### src/rtl/instr_fetch_pkg.sv
// instr_fetch_pkg: shared widths, reset constants and fetch state encoding
// Revision: 1.0
`default_nettype none

package instr_fetch_pkg;

  localparam int PC_W    = 16;
  localparam int ADDR_W  = 14;
  localparam int INSTR_W = 32;

  localparam logic [PC_W-1:0]    RESET_PC  = 16'h0000;
  localparam logic [INSTR_W-1:0] INSTR_NOP = 32'h00000013;

  typedef enum logic {
    RUN   = 1'b0,
    FAULT = 1'b1
  } fetch_state_e;

endpackage

`default_nettype wire

### src/rtl/instr_fetch_adder.sv
// full_adder_16bit: 16-bit ripple-carry adder built from one-bit full-adder cells
// Revision: 1.0
`default_nettype none

module full_adder_16bit (
  input  logic [15:0] a,
  input  logic [15:0] b,
  input  logic        c_in,
  output logic [15:0] sum,
  output logic        c_out
);

  logic [16:0] w_carry;

  assign w_carry[0] = c_in;

  for (genvar gi = 0; gi < 16; gi++) begin : g_bit
    assign sum[gi]         = a[gi] ^ b[gi] ^ w_carry[gi];
    assign w_carry[gi + 1] = (a[gi] & b[gi]) | (w_carry[gi] & (a[gi] ^ b[gi]));
  end

  assign c_out = w_carry[16];

endmodule

`default_nettype wire

### src/rtl/instr_fetch.sv
// instr_fetch: program counter, ROM address generation and a valid/ready output stage to decode
// Revision: 1.0
`default_nettype none

module instr_fetch
  import instr_fetch_pkg::*;
(
  input  logic               clk,
  input  logic               rst,
  output logic [ADDR_W-1:0]  rom_addr,
  input  logic [INSTR_W-1:0] rom_data,
  output logic [INSTR_W-1:0] instr_out,
  output logic [PC_W-1:0]    instr_pc,
  output logic               instr_valid,
  input  logic               instr_ready,
  input  logic               redirect_valid,
  input  logic [PC_W-1:0]    redirect_pc,
  output logic               fault
);

  fetch_state_e       r_state, w_state_nxt;
  logic [PC_W-1:0]    r_pc, w_pc_nxt;
  logic [INSTR_W-1:0] r_instr, w_instr_nxt;
  logic [PC_W-1:0]    r_ipc, w_ipc_nxt;
  logic               r_valid, w_valid_nxt;
  logic               r_fault, w_fault_nxt;
  logic [PC_W-1:0]    w_pc_inc;
  logic               w_pc_carry_unused;
  logic               w_load;

  // Carry-out is dropped so 16'hFFFC + 4 wraps to zero.
  full_adder_16bit u_pc_inc (
    .a     (r_pc),
    .b     (16'd4),
    .c_in  (1'b0),
    .sum   (w_pc_inc),
    .c_out (w_pc_carry_unused)
  );

  assign w_load = !r_valid || instr_ready;

  always_ff @(posedge clk or negedge rst) begin
    if (!rst) begin
      r_state <= RUN;
      r_pc    <= RESET_PC;
      r_instr <= INSTR_NOP;
      r_ipc   <= '0;
      r_valid <= 1'b0;
      r_fault <= 1'b0;
    end else begin
      r_state <= w_state_nxt;
      r_pc    <= w_pc_nxt;
      r_instr <= w_instr_nxt;
      r_ipc   <= w_ipc_nxt;
      r_valid <= w_valid_nxt;
      r_fault <= w_fault_nxt;
    end
  end

  always_comb begin
    w_state_nxt = r_state;
    w_pc_nxt    = r_pc;
    w_instr_nxt = r_instr;
    w_ipc_nxt   = r_ipc;
    w_valid_nxt = r_valid;
    w_fault_nxt = r_fault;
    case (r_state)
      RUN: begin
        // A redirect flushes the held instruction even when decode is ready.
        if (redirect_valid) begin
          w_valid_nxt = 1'b0;
          if (redirect_pc[1:0] != 2'b00) begin
            w_state_nxt = FAULT;
            w_fault_nxt = 1'b1;
          end else begin
            w_pc_nxt = redirect_pc;
          end
        end else if (w_load) begin
          w_instr_nxt = rom_data;
          w_ipc_nxt   = r_pc;
          w_valid_nxt = 1'b1;
          w_pc_nxt    = w_pc_inc;
        end
      end
      FAULT: begin
        w_valid_nxt = 1'b0;
        w_fault_nxt = 1'b1;
      end
      default: begin
        w_state_nxt = FAULT;
        w_valid_nxt = 1'b0;
        w_fault_nxt = 1'b1;
      end
    endcase
  end

  assign rom_addr    = r_pc[ADDR_W+1:2];
  assign instr_out   = r_instr;
  assign instr_pc    = r_ipc;
  assign instr_valid = r_valid;
  assign fault       = r_fault;

endmodule

`default_nettype wire

### config.mk
export PLATFORM = sky130hd
export DESIGN_NAME = instr_fetch
export DESIGN_NICKNAME = d
export VERILOG_FILES = /design/src/rtl/instr_fetch_pkg.sv /design/src/rtl/instr_fetch_adder.sv /design/src/rtl/instr_fetch.sv
export SDC_FILE = /design/constraint.sdc
export NUM_CORES = 1
export LEC_CHECK = 0
export CAP_MARGIN = 10
export CORE_UTILIZATION = 45
export DETAILED_ROUTE_END_ITERATION = 10
export GPL_ROUTABILITY_DRIVEN = 0
export GPL_TIMING_DRIVEN = 0
export PLACE_DENSITY = 0.8
export SLEW_MARGIN = 25
export SYNTH_ARGS = -nofsm -noshare
export SYNTH_HDL_FRONTEND = slang
export SYNTH_HIERARCHICAL = 1
export SYNTH_SLANG_ARGS = --single-unit
### constraint.sdc
create_clock -name clk -period 9.93 [get_ports clk]
set_clock_uncertainty 0.2 [all_clocks]
set_input_delay 1.986 -clock clk [delete_from_list [all_inputs] [get_ports clk]]
set_output_delay 1.986 -clock clk [all_outputs]
set_load 0.05 [all_outputs]
==> results.cfg <==
[run_status]
status = finished clean

[clock_network]
cts_tree = yes
cts_setup_buffers = 0
worstSkewPairLatency_ns = 0.34
cts_max_path_buffers = 2
htree_levels = 3
postCtsHoldBufs = 0
cts_buffers = 9
clock-sinks = 67
cts_resized = 0
cts.clk_slew.worst_paths_ns = 0.08
cts-root-buf = clkbuf_8

[place]
place_ws_ns = 3.185
hpwlAfterDp_mm = 4.796
port_buffers = 114

[min_path]
hold_path_startpoint = fault
holdPathEnd = fault
min_path_type = flop to flop
whs_path_depth = 1

[setup_path]
cp-end-kind = flop
critPathMaxFanout = 4
startpoint_type = flop
reg2reg_slack_ns = 3.20
criticalPathCategory = flop to flop
worstReg2RegStart = r_pc[2]
cp.arrival_ns = 6.76
ff2ff_path_depth = 18
r2r-end = r_pc[15]
crit_required_ns = 9.96

[finish]
diodes = 0
nNetsFinal = 413
area_growth_pct = 46.76
fillers = 525
drive_above_1_share_pct = 36.29

[die]
core_um2 = 6869
initial_utilization_pct = 47.18
dieArea_um2 = 7545
die_h_um = 86.86
rows = 30
io_pins = 116
die_w_um = 86.86

[sta]
worst_slack_ns = 3.202
slew_headroom_pct = 63.66
post-route-period-util_pct = 67.76
setup_viol = 0
max_slew.worst_pin.slew_ns = 0.5451
rsz0062_at_grt = false
setup_tns_ns = 0
fin_crit_ns = 6.728
drv_slew = 0
hold_viol = 0
fmax_ghz = 0.1486

[route]
antenna_left = 0
wl_per_cell_um = 14.19
drc = 0
wirelength_mm = 6.329
vias = 2034
firstDrtPassIters = 4
avgViaCountPerCell = 4.561
drt-initial-drc-count = 50

[flow_run]
max_cap_viol_count = 0

[pwr]
ir_worst_vdd_uv = 154.5
leakage_uw = 0.002087
pwr_density_cell_nw_per_um2 = 234.8

[grt]
grt-ovfl-total = 0
grt_usage_pct = 18.81
grt_pass1_vias = 2264
antenna_found_initial = 0
grt_pass1_wl_mm = 10.55
grt_start_max_net_pins = 39

[synth]
syn_inst = 204
ys_warn_count = 6
syn_area_um2 = 3241
syn_area_per_cell_um2 = 15.89
-- power by group --
part           internal [µW]  switching (µW)  leakage (µW)
clock                    103             103     0.0000884
combinational            234             295       0.00117
sequential               333            47.7      0.000828
total                    671             446       0.00209
-- through the flow --
step / instance area [µm²] / util [%] / hold WS, ns / total power, µW / cells
5_1_grt: 4756 / 69.24 / 0.3031 / 1184 / 446
6_report: 4756 / 69.24 / 0.2800 / 1117 / 446
3_3_place_gp: 4558 / 66.36 / 0.2575 / 902.8 / 429
3_5_place_dp: 4576 / 66.61 / 0.2640 / 921.3 / 430
4_1_cts: 4756 / 69.24 / 0.2859 / 1130 / 446
2_1_floorplan: 3297 / - / 0.2993 / 744.9 / 219
-- placed cells by master, fill, tap and decap left out, drive strengths merged --
| cell type | n |
|---|---|
| o21ai | 1 |
| clkinv | 2 |
| clkinvlp | 2 |
| nor3 | 1 |
| o21a | 1 |
| nor2 | 1 |
| fa | 16 |
| dfrtp | 64 |
| dfstp | 3 |
| conb | 17 |
| clkdlybuf4s50 | 113 |
| buf | 23 |
| inv | 10 |
| or2 | 1 |
| mux2 | 80 |
| or3 | 1 |
| nor3b | 1 |
| clkbuf | 13 |
-- critical path, stage by stage, from the launching register on --
cell and delay [ns]:
dfrtp_1 0.43, fa_1 0.47, fa_1 0.42, fa_1 0.40, fa_1 0.40, fa_1 0.41, fa_1 0.40, fa_1 0.39
fa_1 0.39, fa_1 0.39, fa_1 0.41, fa_1 0.40, fa_1 0.39, fa_1 0.37, inv_1 0.07, fa_1 0.15
inv_1 0.03, mux2_2 0.24, mux2_2 0.26
-- worst max-delay path by stage --
stage | start | endpoint | slack [ns] | cells past startpoint
2_1_floorplan | r_pc[2] | r_pc[15] | 3.52 | 18
3_3_place_gp | r_pc[2] | r_pc[15] | 3.25 | 18
3_5_place_dp | r_pc[2] | r_pc[15] | 3.19 | 18
4_1_cts | r_pc[2] | r_pc[15] | 3.16 | 18
5_1_grt | r_pc[2] | r_pc[15] | 2.94 | 18
6_report | r_pc[2] | r_pc[15] | 3.20 | 18
-- cell type report --
type	instances	area [µm²]	share of cell area [%]
tap	96	120.1	2.526
inverter	10	37.54	0.7893
timing repair buffer	115	1159	24.36
clock buffer	12	155.1	3.262
sequential	67	1680	35.33
clock inverter	4	25.02	0.5262
buffer	22	180.2	3.788
multi-input combinational	120	1399	29.41
-- sequential cells by signal, summed over array words and instances, names as in the netlist --
register,flops
fault,1
r_pc,16
r_state,1
instr_valid,1
instr_out,32
instr_pc,16
-- layer usage --
metal	global-route usage [%]	vias up	wire [µm]
met4	9.697	0	162
met3	5.213	13	358
met2	30.21	59	3216
met1	23.30	1023	2592
li1	-	939	-
met5	0	-	0
Power figures use the tool's default switching activity.
